**src/rtl/code_entry_pkg.sv**
```systemverilog
// Shared state encoding and digit constants for the code entry controller.
// Build macro CODE_ENTRY_LOCKOUT_EN adds the LOCKOUT state.
package code_entry_pkg;

    localparam int                 DIGIT_W   = 4;
    localparam logic [DIGIT_W-1:0] MAX_DIGIT = 4'd9;

    typedef enum logic [2:0] {
        IDLE,
        COUNT,
        CHECK,
        OPEN,
        FAIL
`ifdef CODE_ENTRY_LOCKOUT_EN
        , LOCKOUT
`endif
    } state_e;

    // Decimal digit increment, wrapping 9 back to 0.
    function automatic logic [DIGIT_W-1:0] next_digit(input logic [DIGIT_W-1:0] d);
        return (d == MAX_DIGIT) ? '0 : d + 4'd1;
    endfunction

endpackage

```
**src/rtl/tick_gen.sv**
```systemverilog
// Digit-advance tick divider: one tick every TICK_DIV enabled clocks,
// phase restarts whenever enable drops.
module tick_gen #(
    parameter int TICK_DIV = 4
) (
    input  logic clk_in,
    input  logic rst,
    input  logic enable,
    output logic tick
);

    localparam int CNT_W = (TICK_DIV > 1) ? $clog2(TICK_DIV) : 1;

    logic [CNT_W-1:0] cnt_q;
    logic [CNT_W-1:0] cnt_d;
    logic             at_end;

    assign at_end = (cnt_q == CNT_W'(TICK_DIV - 1));
    assign tick   = enable && at_end;

    // NOTE: every variable driven here gets a default first so no latch is inferred.
    always_comb begin
        cnt_d = cnt_q;
        if (!enable || at_end) begin
            cnt_d = '0;
        end else begin
            cnt_d = cnt_q + 1'b1;
        end
    end

    // NOTE: sequential state uses non-blocking assignments only.
    always_ff @(posedge clk_in or posedge rst) begin
        if (rst) begin
            cnt_q <= '0;
        end else begin
            cnt_q <= cnt_d;
        end
    end

endmodule

```
**src/rtl/code_entry_ctrl.sv**
```systemverilog
// Digit-by-digit code entry FSM with match check, timed error hold and relock.
// Build macro CODE_ENTRY_LOCKOUT_EN adds a long lockout after three straight failures.
module code_entry_ctrl
    import code_entry_pkg::*;
#(
    parameter int TICK_DIV    = 4,
    parameter int NUM_DIGITS  = 4,
    parameter int FAIL_CYCLES = 8
) (
    input  logic                    clk_in,
    input  logic                    rst,
    input  logic                    enb_cnt,
    input  logic                    select,
    input  logic                    clear,
    input  logic [4*NUM_DIGITS-1:0] code_in,
    output logic [DIGIT_W-1:0]      digit,
    output logic [1:0]              entry_idx,
    output logic                    disable_cnt,
    output logic                    unlocked,
    output logic                    error
);

    localparam logic [1:0] LAST_IDX = 2'(NUM_DIGITS - 1);
`ifdef CODE_ENTRY_LOCKOUT_EN
    localparam int LOCK_CYCLES = 64 * FAIL_CYCLES;
    localparam int WAIT_MAX    = LOCK_CYCLES;
`else
    localparam int WAIT_MAX    = FAIL_CYCLES;
`endif
    localparam int WAIT_W = $clog2(WAIT_MAX + 1);

    state_e               state_q, state_d;
    logic [DIGIT_W-1:0]   digit_q, digit_d;
    logic [1:0]           idx_q, idx_d;
    logic [DIGIT_W-1:0]   entry_q [NUM_DIGITS];
    logic [DIGIT_W-1:0]   entry_d [NUM_DIGITS];
    logic [WAIT_W-1:0]    wait_q, wait_d;
    logic                 unlocked_q, unlocked_d;
    logic                 error_q, error_d;
    logic                 disable_q, disable_d;
    logic                 code_match;
    logic                 tick;
`ifdef CODE_ENTRY_LOCKOUT_EN
    logic [1:0]           fails_q, fails_d;
`endif

    tick_gen #(
        .TICK_DIV (TICK_DIV)
    ) u_tick_gen (
        .clk_in (clk_in),
        .rst    (rst),
        .enable ((state_q == COUNT) && enb_cnt),
        .tick   (tick)
    );

    always_comb begin
        code_match = 1'b1;
        for (int i = 0; i < NUM_DIGITS; i++) begin
            if (entry_q[i] != code_in[4*i +: 4]) begin
                code_match = 1'b0;
            end
        end
    end

    always_comb begin
        state_d = state_q;
        digit_d = digit_q;
        idx_d   = idx_q;
        entry_d = entry_q;
        wait_d  = wait_q;
`ifdef CODE_ENTRY_LOCKOUT_EN
        fails_d = fails_q;
`endif
        unique case (state_q)
            IDLE, COUNT: begin
                state_d = enb_cnt ? COUNT : IDLE;
                // Select beats a coincident tick, so the pre-tick digit is stored.
                if (select) begin
                    entry_d[idx_q] = digit_q;
                    digit_d        = '0;
                    if (idx_q == LAST_IDX) begin
                        idx_d   = '0;
                        state_d = CHECK;
                    end else begin
                        idx_d = idx_q + 2'd1;
                    end
                end else if (tick) begin
                    digit_d = next_digit(digit_q);
                end
            end
            CHECK: begin
                wait_d = '0;
                if (code_match) begin
                    state_d = OPEN;
`ifdef CODE_ENTRY_LOCKOUT_EN
                    fails_d = '0;
                end else if (fails_q == 2'd2) begin
                    state_d = LOCKOUT;
                end else begin
                    state_d = FAIL;
                    fails_d = fails_q + 2'd1;
                end
`else
                end else begin
                    state_d = FAIL;
                end
`endif
            end
            OPEN: begin
                state_d = OPEN;
            end
            FAIL: begin
                if (wait_q == WAIT_W'(FAIL_CYCLES - 1)) begin
                    state_d = IDLE;
                    digit_d = '0;
                    idx_d   = '0;
                    entry_d = '{default: '0};
                end else begin
                    wait_d = wait_q + 1'b1;
                end
            end
`ifdef CODE_ENTRY_LOCKOUT_EN
            LOCKOUT: begin
                if (wait_q == WAIT_W'(LOCK_CYCLES - 1)) begin
                    state_d = IDLE;
                    digit_d = '0;
                    idx_d   = '0;
                    entry_d = '{default: '0};
                end else begin
                    wait_d = wait_q + 1'b1;
                end
            end
`endif
            default: begin
                state_d = IDLE;
            end
        endcase

        // Clear overrides everything above; only the lockout is immune to it.
`ifdef CODE_ENTRY_LOCKOUT_EN
        if (clear && (state_q != LOCKOUT)) begin
`else
        if (clear) begin
`endif
            state_d = IDLE;
            digit_d = '0;
            idx_d   = '0;
            entry_d = '{default: '0};
            wait_d  = '0;
        end
    end

    // Status flags are registered from the next state so they change with it.
    always_comb begin
        unlocked_d = (state_d == OPEN);
        error_d    = (state_d == FAIL);
        disable_d  = (state_d == CHECK) || (state_d == OPEN) || (state_d == FAIL);
`ifdef CODE_ENTRY_LOCKOUT_EN
        error_d    = error_d || (state_d == LOCKOUT);
        disable_d  = disable_d || (state_d == LOCKOUT);
`endif
    end

    always_ff @(posedge clk_in or posedge rst) begin
        if (rst) begin
            state_q    <= IDLE;
            digit_q    <= '0;
            idx_q      <= '0;
            // NOTE: the entry store is a handful of flops, so it is reset like any other state.
            entry_q    <= '{default: '0};
            wait_q     <= '0;
            unlocked_q <= 1'b0;
            error_q    <= 1'b0;
            disable_q  <= 1'b0;
`ifdef CODE_ENTRY_LOCKOUT_EN
            fails_q    <= '0;
`endif
        end else begin
            state_q    <= state_d;
            digit_q    <= digit_d;
            idx_q      <= idx_d;
            entry_q    <= entry_d;
            wait_q     <= wait_d;
            unlocked_q <= unlocked_d;
            error_q    <= error_d;
            disable_q  <= disable_d;
`ifdef CODE_ENTRY_LOCKOUT_EN
            fails_q    <= fails_d;
`endif
        end
    end

    assign digit       = digit_q;
    assign entry_idx   = idx_q;
    assign disable_cnt = disable_q;
    assign unlocked    = unlocked_q;
    assign error       = error_q;

endmodule

```
**config.mk**
```make
export PLATFORM = sky130hd
export DESIGN_NAME = code_entry_ctrl
export DESIGN_NICKNAME = d
export VERILOG_FILES = /design/src/rtl/code_entry_pkg.sv /design/src/rtl/tick_gen.sv /design/src/rtl/code_entry_ctrl.sv
export SDC_FILE = /design/constraint.sdc
export NUM_CORES = 1
export LEC_CHECK = 0
export CAP_MARGIN = 40
export CORE_UTILIZATION = 30
export CTS_CLUSTER_SIZE = 20
export DETAILED_ROUTE_END_ITERATION = 8
export DONT_BUFFER_PORTS = 1
export GPL_TIMING_DRIVEN = 0
export PLACE_DENSITY = 0.49
export SLEW_MARGIN = 15
export SYNTH_ARGS = -nofsm -noshare
export SYNTH_HDL_FRONTEND = slang
export SYNTH_HIERARCHICAL = 1
export SYNTH_SLANG_ARGS = --single-unit
```
**constraint.sdc**
```tcl
create_clock -name clk_in -period 4.19 [get_ports clk_in]
set_input_delay 0.2095 -clock clk_in [delete_from_list [all_inputs] [get_ports clk_in]]
set_output_delay 0.2095 -clock clk_in [all_outputs]
set_load 0.01 [all_outputs]
```
; After elaboration in Yosys (flattened, before gate mapping)
; Index checks and enable logic that the tools add are counted.
[classes]
n_addsub = 4
order_cmp = 2
n_eq_ne = 19
n_mux = 33
n_bitwise = 1
n_reduce_logical = 14
[ops]
columns = op, n
row1 = 2-to-1 mux 16 bit, 3
row2 = 2-to-1 mux 4 bit, 8
row3 = case mux 16 bit (2 select lines), 1
row4 = bitwise mux 16 bit, 1
row5 = inequality test 4 bit, 4
row6 = case mux 4 bit (2 select lines), 2
row7 = 2-to-1 mux 2 bit, 7
row8 = equality test 3 x 2 -> 1 bit (second input constant), 4
row9 = case mux 3 bit (4 select lines), 1
row10 = 2-to-1 mux 3 bit, 3
row11 = inequality test 3 bit (second input constant), 3
row12 = adder 4 x 1 -> 4 bit (second input constant), 2
row13 = demux 4 bit (select 2 bit), 1
row14 = equality test 3 bit (second input constant), 2
row15 = AND reduction 3 bit, 2
row16 = nonzero test 3 bit, 2
row17 = 2-to-1 mux 1 bit, 5
row18 = adder 2 x 1 -> 2 bit (second input constant), 2
row19 = equality test 2 bit (second input constant), 2
row20 = equality test 4 x 3 -> 1 bit (second input constant), 1
row21 = equality test 4 bit (second input constant), 1
row22 = inequality test 4 bit (second input constant), 1
row23 = case mux 2 bit (2 select lines), 1
row24 = equality test 3 x 1 -> 1 bit (second input constant), 1
row25 = other kinds (9), 13
[totals]
regBits = 34
inputBits = 21
out_inout_bits = 9
wordCells = 85

; Logic depth before layout (Yosys ltp)
; Gate-level depths: netlist (run 1).
[logic_depth]
ltp_word = 11
mapped_depth = 8
ltp_nobuf = 7

; Modules after synthesis
; Netlist (run 1), hierarchy kept.
[by_module_without_submodules]
columns = module, n_inst, cells_per_inst, area_per_inst_um2, seq_area_each_um2
row1 = code_entry_ctrl, 1, 161, 1737.9, 800.8
row2 = tick_gen, 1, 7, 95.1, 50.0

; Worst setup path after synthesis (run 1)
; Ideal clock, no wire load.
[synth_path]
path_type = register to register
startpoint = register state_q[1]
endpoint = register digit_q[3] (netlist: digit[3])
setup_ns = 0.127
arrival_time_ns = 1.737
required_ns = 4.063
setup_slack_ns = 2.326
path_stages_with_launch = 9
n_path_buf = 1
synth_period_minus_slack_ns = 1.864
path_cell_list = dfrtp_1 buf_6 nor2_1 and3_1 and2_2 or2_2 a221oi_2 nand2b_1 o22ai_1
[synth_via]
elab_chain_cells = 5
word_cells_on_any_way = 12
cone_classes = 4 x eq/ne / 2 x mux / 6 x reduce/logical
[synth_rtl]
columns = item, line_no
row1 = from (decl), code_entry_ctrl.sv:32  ; state_e state_q, state_d;
row2 = from (signal assigned), code_entry_ctrl.sv:179  ; state_q <= state_d;
row3 = equality test 3 x 1 -> 1 bit, code_entry_ctrl.sv:52  ; .enable ((state_q == COUNT) && enb_cnt),
row4 = logical AND 1 bit, code_entry_ctrl.sv:52
row5 = logical AND 1 bit, tick_gen.sv:19  ; assign tick = enable && at_end;
row6 = via tick, code_entry_ctrl.sv:42  ; logic tick;
row7 = inequality test 4 bit (no source line), -
row8 = AND reduction 3 bit (no source line), -
row9 = to (signal assigned), code_entry_ctrl.sv:180  ; digit_q <= digit_d;
row10 = to (decl), code_entry_ctrl.sv:33  ; logic [DIGIT_W-1:0] digit_q, digit_d;
; The timed path passes the listed nets, and every way through them passes these cells.
; A chain may end at the register's enable or synchronous reset.

; Worst setup path after layout (run 1)
; Same ends and word-level chain as after synthesis.

==> flow_summary_export.csv, run 1 <==
group,metric,value,unit
placement,gp_routability_congestion,0.7703,
power,leakage,0.9089,nW
drt,routed_wirelength,4.126,mm
synth,post_synth_and_or_nand_nor_area_fraction,0.1659,
placement,dpl_cell_area,1937,sq um
layout,post_route_cells_drive_above_1_share,0.1461,
critical_path,reg2reg_slack,2080,ps
drt,drt_iter0_markers,119,
die,boundaryPins,30,
power,peakVddDrop,0.09588,mV
die,placement_rows,28,
critical_path,required,4360,ps
synth,yosys_register_bits,34,
global_routing,antenna_violations_before_repair,0,
global_routing,grt.overflow.total,0,
synth,xor_xnor_portion_of_the_synthesized_cell_area,0.08123,
synth,synth.largest_area_cell,"sky130_fd_sc_hd__dfrtp_1",
layout,n_antenna_cell,0,
global_routing,wire_length_of_the_first_global_routing_pass,6.865,mm
timing,timing_max_transition_violations_final,0,
layout,mostFrequentLayoutCell,"sky130_fd_sc_hd__dfrtp_1",
power,p_per_area,346.8,nW/um^2
synth,netlist_top_cells_area,"sky130_fd_sc_hd__dfrtp_1, sky130_fd_sc_hd__a22o_1, sky130_fd_sc_hd__xnor2_1, sky130_fd_sc_hd__ha_1, sky130_fd_sc_hd__inv_1",
drt,viasPerCell,5.225,
critical_path,start_kind,"flip-flop",
drt,wire_per_inst,16.31,microns
critical_path,crit_path_max_fanout,8,
layout,multiInputGateArea,902.1,sq um
synth,synth_area_per_cell,10.91,sq um
outcome,status,"completed",
timing,hold_violation_count_in_the_final_report,0,
timing,setup_tns,0,ps
global_routing,grt_start_max_net_pins,33,
timing,finalSetupViolCount,0,
critical_path,critical_path.endpoint_type,"flip-flop",
cts,numCtsBuffers,5,
synth,synth-edff-count,0,
placement,dp_cells,244,
placement,port-buffer-count,0,
synth,yosys.cell_types.count,38,
synth,count_of_mapped_cells_out_of_synthesis,168,
layout,stdcell_count,253,
timing,max_freq,0.4731,GHz
timing,relative_slew_margins,0.5445,
layout,final-seq-area,850.8,sq um
cts,clock_tree.htree_level_count,2,
synth,synth_compound_gate_area_share,0.1850,
global_routing,vias_in_the_first_global_route,1380,
cts,cts.sinks,34,
timing,post-route-period-util,0.5045,
die,full_die_area,6426,sq um
layout,nets,206,
synth,ys_seq_area_frac,0.4642,
hold_path,hold_path.class,"in2reg",
cts,tritoncts,"built",
die,initial_standard_cell_utilization_of_the_core,0.3096,
layout,fill_cells,604,
job,cap_violations,0,
drt,via_count,1322,
layout,most-common-layout-cells,"sky130_fd_sc_hd__dfrtp_1, sky130_fd_sc_hd__a22o_1, sky130_fd_sc_hd__xnor2_1",
timing,timing_worst_slew_pin_value,682.3,ps
timing,fin_ws,2076,ps
placement,post-place-ws,2075,ps
critical_path,timing_worst_setup_path_type,"reg2reg",
synth,synth_top_area_share,0.4642,
synth,muxShareOfSynthArea,0.005461,
drt,drc,0,
synth,ys.flop_type,"sky130_fd_sc_hd__dfrtp_1",
placement,post_detail_place_hpwl,3.031,mm
die,die_width,80.17,microns
timing,final_critical_path_time_including_i_o_delays_and_setup,2114,ps
cts,clk_path_buf_depth,2,
synth,mappedNetlistArea,1833,sq um
synth,combinational_family_with_the_most_area_after_synthesis,"compound AO/OA/AOI/OAI gates",
layout,final_design_area_no_fill,2057,sq um
cts,insertion_delay,290,ps
timing,finClkSkew,5.725,ps
cts,clock_tree.root_cell,"sky130_fd_sc_hd__clkbuf_8",
cts,clk_pin_slew_worst_paths,70,ps
synth,synth_async_sr_flop_share,1.000,
timing,rsz0062_at_grt,"no",
die,dieHeight,80.17,microns
drt,ant_nets,0,
die,core-area,5921,sq um
synth,count_of_yosys_warnings_during_synthesis,6,
drt,drt_first_pass_iters,4,
layout,area.growth.synth_to_final,12.22,%
critical_path,worst_ep_arrival_time,2280,ps
global_routing,tot_gr_track_use,0.1427,
synth,adder_cell_fraction_of_synth_area,0.05461,
synth,syn-num-nets,197,
flip-flops by register name (all words and copies together) (netlist names):
register          flops
entry_q              16
unlocked              1
u_tick_gen/cnt_q      2
state_q               3
disable_cnt           1
entry_idx             2
wait_q                4
digit                 4
error                 1
layer usage:
layer,routed length [microns],global-route usage,vias to the layer above
li1,-,-,620
met1,1821,0.1809,652
met2,1952,0.2248,45
met3,287,0.04659,5
met4,66,0.05357,0
met5,0,0,-
kinds of logic after synthesis:
| kind of cell | after synthesis |
|---|---|
| buffers and inverters | 16 |
| DFF | 34 |
| xor gates and xnor gates | 17 |
| muxes | 1 |
| and+or+nand+nor | 49 |
| adders and majority gates | 8 |
| AOI/OAI and AO/OA | 43 |
synthesized netlist by cell type (all sizes together), types with 2 or more instances:
master   n
or2      3
o22ai    4
nand3    4
ha       8
dfrtp   34
buf      4
and2     5
nor3     3
o31a     2
o21ai   10
nor2     6
a22o    16
nand2    6
inv     10
a21oi    7
nand2b   4
nand3b   2
xnor2   16
and3b    4
and3     2
nor3b    3
nand4    4
clkbuf   2
nor4     2
worst max-delay path, stage by stage (launching register included):
cell                       delay, ps
sky130_fd_sc_hd__dfrtp_1         340
sky130_fd_sc_hd__buf_6           130
sky130_fd_sc_hd__nor2_1           80
sky130_fd_sc_hd__and3_1          200
sky130_fd_sc_hd__and2_2          180
sky130_fd_sc_hd__or2_2           280
sky130_fd_sc_hd__a221oi_2        450
sky130_fd_sc_hd__nand2b_1        230
sky130_fd_sc_hd__o22ai_1         100
metrics by stage:
step                power, mW  hold slack [ps]    util
floorplan              0.4145           -49.32       -
global placement       0.4299           -45.98  0.3254
detailed placement     0.4341           -43.47  0.3271
CTS                    0.7211            167.6  0.3474
global route           0.7475            179.4  0.3474
finish                 0.7134            173.3  0.3474
cell type report:
class	instances	share of cell area
Tap cell	75	0.04562
Sequential cell	34	0.4136
Buffer	6	0.02068
Clock buffer	8	0.05353
Inverter	10	0.01825
Multi-Input combinational cell	118	0.4386
Timing Repair Buffer	2	0.009732
report_power, final:
| group | internal [mW] | switching [mW] |
|---|---|---|
| logic | 0.0312 | 0.0476 |
| clock network | 0.166 | 0.120 |
| registers | 0.337 | 0.0122 |
| total | 0.534 | 0.180 |
repair_timing:
| action | 4_1_cts | 5_1_grt |
|---|---|---|
| setup buffers | 0 | 0 |
| hold buffers | 1 | 0 |
| endpoints found under the setup margin | 0 | 0 |
| gates resized for setup | 0 | 0 |
| hold endpoints to repair | 34 | 0 |
path summary, 6_finish.rpt:
path                                     start                  end  depth (start not counted)
max                                 state_q[1]             digit[3]                          8
min                                     select             digit[1]                          3
max reg2reg                         state_q[1]             digit[3]                          8
min reg2reg                u_tick_gen/cnt_q[0]  u_tick_gen/cnt_q[0]                          1
max in group asynchronous                  rst                error                          2
min in group asynchronous                  rst  u_tick_gen/cnt_q[0]                          2
Power figures use the tool's default switching activity.
==> run 2: changes to the inputs <==
PLACE_DENSITY = 0.5   (was 0.49)
clock period = 1.8 ns   (was 4.19 ns; I/O delays follow)
==> flow_summary_export.csv, run 2 (same netlist as run 1, synthesis figures left out) <==
group,metric,value,unit
outcome,status,"completed",
placement,port-buffer-count,0,
layout,top_register,"entry_q",
layout,most-common-layout-cells,"sky130_fd_sc_hd__dfrtp_1, sky130_fd_sc_hd__a22o_1, sky130_fd_sc_hd__xnor2_1",
die,die_width,80.17,microns
layout,nets,213,
global_routing,grt.overflow.total,0,
die,dieHeight,80.17,microns
global_routing,vias_in_the_first_global_route,1360,
power,p_per_area,742.5,nW/um^2
die,placement_rows,28,
critical_path,worst_ep_arrival_time,1940,ps
critical_path,start_kind,"flip-flop",
cts,clk_path_buf_depth,2,
drt,drt_iter0_markers,59,
die,core-area,5921,sq um
drt,drt_first_pass_iters,4,
die,initial_standard_cell_utilization_of_the_core,0.3096,
critical_path,critical_path.endpoint_type,"flip-flop",
critical_path,timing_worst_setup_path_type,"reg2reg",
layout,n_antenna_cell,0,
drt,routed_wirelength,4.014,mm
timing,finalSetupViolCount,0,
cts,clock_tree.root_cell,"sky130_fd_sc_hd__clkbuf_8",
timing,setup_tns,0,ps
placement,gp_routability_congestion,0.7466,
cts,clk_pin_slew_worst_paths,70,ps
timing,post-route-period-util,0.9549,
layout,mostFrequentLayoutCell,"sky130_fd_sc_hd__dfrtp_1",
power,finalPower,1.599,mW
job,cap_violations,0,
global_routing,grt_start_max_net_pins,33,
cts,numCtsBuffers,5,
layout,area.growth.synth_to_final,17.47,%
power,peakVddDrop,0.2569,mV
drt,viasPerCell,5.069,
timing,final_critical_path_time_including_i_o_delays_and_setup,1719,ps
cts,tritoncts,"built",
critical_path,crit_path_max_fanout,7,
timing,relative_slew_margins,0.5500,
layout,max_ffs_per_register,16,
timing,max_freq,0.5818,GHz
die,full_die_area,6426,sq um
cts,clock_tree.htree_level_count,2,
hold_path,hold_path.class,"in2reg",
timing,finClkSkew,4.799,ps
critical_path,required,2020,ps
placement,dpl_cell_area,1956,sq um
cts,insertion_delay,290,ps
drt,via_count,1318,
timing,hold_violation_count_in_the_final_report,0,
layout,final_design_area_no_fill,2153,sq um
global_routing,tot_gr_track_use,0.1397,
critical_path,reg2reg_slack,80,ps
placement,post_detail_place_hpwl,2.954,mm
layout,post_route_cells_drive_above_1_share,0.2108,
cts,cts.sinks,34,
power,leakage,0.9451,nW
timing,timing_worst_slew_pin_value,674.0,ps
global_routing,wire_length_of_the_first_global_routing_pass,6.720,mm
drt,ant_nets,0,
die,boundaryPins,30,
drt,wire_per_inst,15.44,microns
drt,drc,0,
timing,timing_max_transition_violations_final,0,
global_routing,antenna_violations_before_repair,0,
==> run 2: cell type report <==
| class | count | area, sq um |
|---|---|---|
| Fill cell | 573 | 3767 |
| Multi-Input combinational cell | 118 | 964.7 |
| Sequential cell | 34 | 850.8 |
| Timing Repair Buffer | 12 | 102.6 |
| Tap cell | 75 | 93.84 |
| Clock buffer | 7 | 86.33 |
| Inverter | 10 | 37.54 |
| Buffer | 3 | 12.51 |
| Clock inverter | 1 | 5.005 |
==> run 2: critical path: stages, from the launching register on <==
cell and delay, ps:
sky130_fd_sc_hd__dfrtp_1 400, sky130_fd_sc_hd__ha_1 240, sky130_fd_sc_hd__and3b_1 240, sky130_fd_sc_hd__a221o_4 470, sky130_fd_sc_hd__o21ai_2 130, sky130_fd_sc_hd__a22o_1 170
==> run 2: routing by layer <==
layer	up-vias	track usage	routed length (microns)
met3	6	0.04091	233
li1	639	-	-
met1	646	0.1637	1688
met4	0	0.05357	48
met2	27	0.2393	2043
met5	-	0	0
==> run 2: per-stage QoR <==
stage                       util  cells  hold WS [ps]  setup slack (ps)
final                     0.3637    260         21.87             81.12
after global routing      0.3637    260         37.42            -1.938
after CTS                 0.3643    261         28.89             10.76
after detailed placement  0.3303    244        -162.9            -164.1
after global placement    0.3295    243        -166.0            -107.8
after floorplan                -    168        -168.8             21.73
==> run 2: final timing paths <==
path                            start                  end  depth (start not counted)
max reg2reg                 wait_q[0]           entry_q[1]                          5
min                            select             digit[0]                          3
max                         wait_q[0]           entry_q[1]                          5
min reg2reg                entry_q[6]           entry_q[6]                          1
min in group asynchronous         rst  u_tick_gen/cnt_q[0]                          2
max in group asynchronous         rst           entry_q[5]                          2
==> run 2: timing repair <==
item | 4_1_cts | 5_1_grt
endpoints found under the setup margin | 4 | 5
pin swaps | 6 | 5
endpoints found under the hold margin | 34 | 0
hold buffers | 1 | 0
resized for setup | 6 | 3
buffers inserted | 8 | 2
==> run 2: report_power, final <==
| part | internal [mW] | switching, mW | leakage (nW) | total (mW) |
|---|---|---|---|---|
| Combinational | 0.0902 | 0.117 | 0.427 | 0.207 |
| Clock | 0.308 | 0.270 | 0.0482 | 0.578 |
| Sequential | 0.784 | 0.0300 | 0.470 | 0.814 |
| Total | 1.18 | 0.417 | 0.945 | 1.60 |
==> run 3: changes to the inputs <==
MAX_ROUTING_LAYER = met4   (was not set)
SKIP_CTS_REPAIR_TIMING = 1   (was not set)
==> flow_summary_export.csv, run 3 (same netlist as run 1, synthesis figures left out) <==
group,metric,value,unit
power,finalPower,1.602,mW
cts,cts.sinks,34,
drt,via_count,1333,
timing,fin_ws,-29.14,ps
layout,most-common-layout-cells,"sky130_fd_sc_hd__dfrtp_1, sky130_fd_sc_hd__a22o_1, sky130_fd_sc_hd__xnor2_1",
die,initial_standard_cell_utilization_of_the_core,0.3096,
cts,clock_tree.htree_level_count,2,
drt,viasPerCell,5.068,
timing,rsz0062_at_grt,"yes",
cts,clk_pin_slew_worst_paths,70,ps
outcome,violations,"negative setup slack",
layout,fill_cells,580,
power,power_frac_seq,0.508,
timing,post-route-period-util,1.016,
drt,drt_iter0_markers,42,
power,peakVddDrop,0.2536,mV
global_routing,antenna_violations_before_repair,0,
drt,ant_nets,0,
critical_path,critical_path.endpoint_type,"flip-flop",
die,core-area,5921,sq um
critical_path,critical_path_buf_inv_count,1,
layout,max_ffs_per_register,16,
placement,gp_routability_congestion,0.7561,
die,placement_rows,28,
critical_path,required,1970,ps
drt,wire_per_inst,15.80,microns
outcome,status,"complete, but fails checks",
critical_path,reg2reg_slack,-30,ps
critical_path,worst_ep_arrival_time,1990,ps
layout,mostFrequentLayoutCell,"sky130_fd_sc_hd__dfrtp_1",
cts,numCtsBuffers,5,
power,combPwrFrac,0.131,
power,p_per_area,736.0,nW/um^2
global_routing,wire_length_of_the_first_global_routing_pass,6.499,mm
critical_path,crit_path_max_fanout,7,
critical_path,category_of_cells_accounting_for_the_largest_share_of_critical_path_delay,"simple AND/OR/NAND/NOR gates",
die,die_width,80.17,microns
drt,drt_first_pass_iters,4,
hold_path,hold_path.class,"in2reg",
cts,insertion_delay,280,ps
placement,post_detail_place_hpwl,2.954,mm
global_routing,grt_start_max_net_pins,33,
global_routing,tot_gr_track_use,0.1391,
critical_path,worst_path_largest_cell_delay,350,ps
power,intPower,1.182,mW
power,swShare,0.2621,
timing,hold_slack,15.39,ps
global_routing,vias_in_the_first_global_route,1313,
power,leakage,0.9695,nW
layout,nets,216,
power,power_frac_clock,0.361,
timing,finalSetupViolCount,3,
layout,area.growth.synth_to_final,18.77,%
layout,top_register,"entry_q",
critical_path,start_kind,"flip-flop",
layout,n_antenna_cell,0,
drt,routed_wirelength,4.156,mm
die,dieHeight,80.17,microns
timing,final_critical_path_time_including_i_o_delays_and_setup,1829,ps
power,switchingPower,420.0,uW
layout,end_of_flow_core_utilization,0.3677,
timing,relative_slew_margins,0.5471,
global_routing,grt.overflow.total,0,
timing,timing_max_transition_violations_final,0,
critical_path,slowest_cell_on_the_critical_path,"sky130_fd_sc_hd__dfrtp_1",
cts,clk_path_buf_depth,2,
drt,drc,0,
layout,post_route_cells_drive_above_1_share,0.2287,
cts,clock_tree.root_cell,"sky130_fd_sc_hd__clkbuf_8",
die,boundaryPins,30,
cts,tritoncts,"built",
job,cap_violations,0,
critical_path,timing_worst_setup_path_type,"reg2reg",
critical_path,cp_cell_sequence,"buf_6 -> nor2_4 -> and3_4 -> and2_4 -> or2_4 -> a221oi_4 -> nand2b_4 -> o22ai_1",
timing,max_freq,0.5467,GHz
timing,timing_worst_slew_pin_value,678.3,ps
timing,finClkSkew,3.414,ps
timing,hold_violation_count_in_the_final_report,0,
die,full_die_area,6426,sq um
placement,port-buffer-count,0,
==> run 3: cell count changes in the layout (fill, tap and decap cells not counted), sizes merged <==
cell,previous run,this run
buf,12,15
==> run 3: path summary, 6_finish.rpt <==
kind | from | endpoint | cells past startpoint
max | state_q[1] | digit[3] | 8
min | select | digit[0] | 3
max reg2reg | state_q[1] | digit[3] | 8
min reg2reg | u_tick_gen/cnt_q[0] | u_tick_gen/cnt_q[0] | 1
max in group asynchronous | rst | entry_q[5] | 2
min in group asynchronous | rst | u_tick_gen/cnt_q[0] | 2
==> run 3: cell type report <==
type	count	area, sq um	share of cell area
multi-input combinational	118	967.2	0.4443
sequential	34	850.8	0.3908
tap	75	93.84	0.04310
timing repair buffer	12	90.09	0.04138
clock buffer	7	86.33	0.03966
buffer	6	46.29	0.02126
inverter	10	37.54	0.01724
clock inverter	1	5.005	0.002299
==> run 3: power groups by stage <==
stage,Clock (mW),Sequential [mW],Combinational (mW)
floorplan,0,0.819,0.152
global placement,0,0.825,0.184
detailed placement,0,0.827,0.190
CTS,0.595,0.813,0.190
global route,0.620,0.816,0.236
finish,0.579,0.813,0.210
==> run 3: worst register-to-register path: cells and delay by family, from the launching register on <==
kind / cells / cell delay, ps
AND/OR/NAND/NOR: 5 / 810
AO/OA/AOI/OAI: 2 / 420
flip-flops: 1 / 350
buffers and inverters: 1 / 130
==> run 3: layer usage <==
| metal | wire [microns] | GRT usage |
|---|---|---|
| met4 | 76 | 0.05714 |
| met3 | 209 | 0.03864 |
| met5 | 0 | - |
| met2 | 2136 | 0.2265 |
| met1 | 1734 | 0.1616 |
==> run 3: stage by stage <==
stage / cells / instance area [sq um] / TNS, ps / setup slack (ps)
floorplan: 168 / 1857 / 0 / 21.73
global placement: 243 / 1951 / -716.2 / -107.8
detailed placement: 244 / 1956 / -555.2 / -164.1
CTS: 252 / 2047 / -634.5 / -183.0
global route: 263 / 2177 / -334.1 / -96.46
finish: 263 / 2177 / -56.58 / -29.14
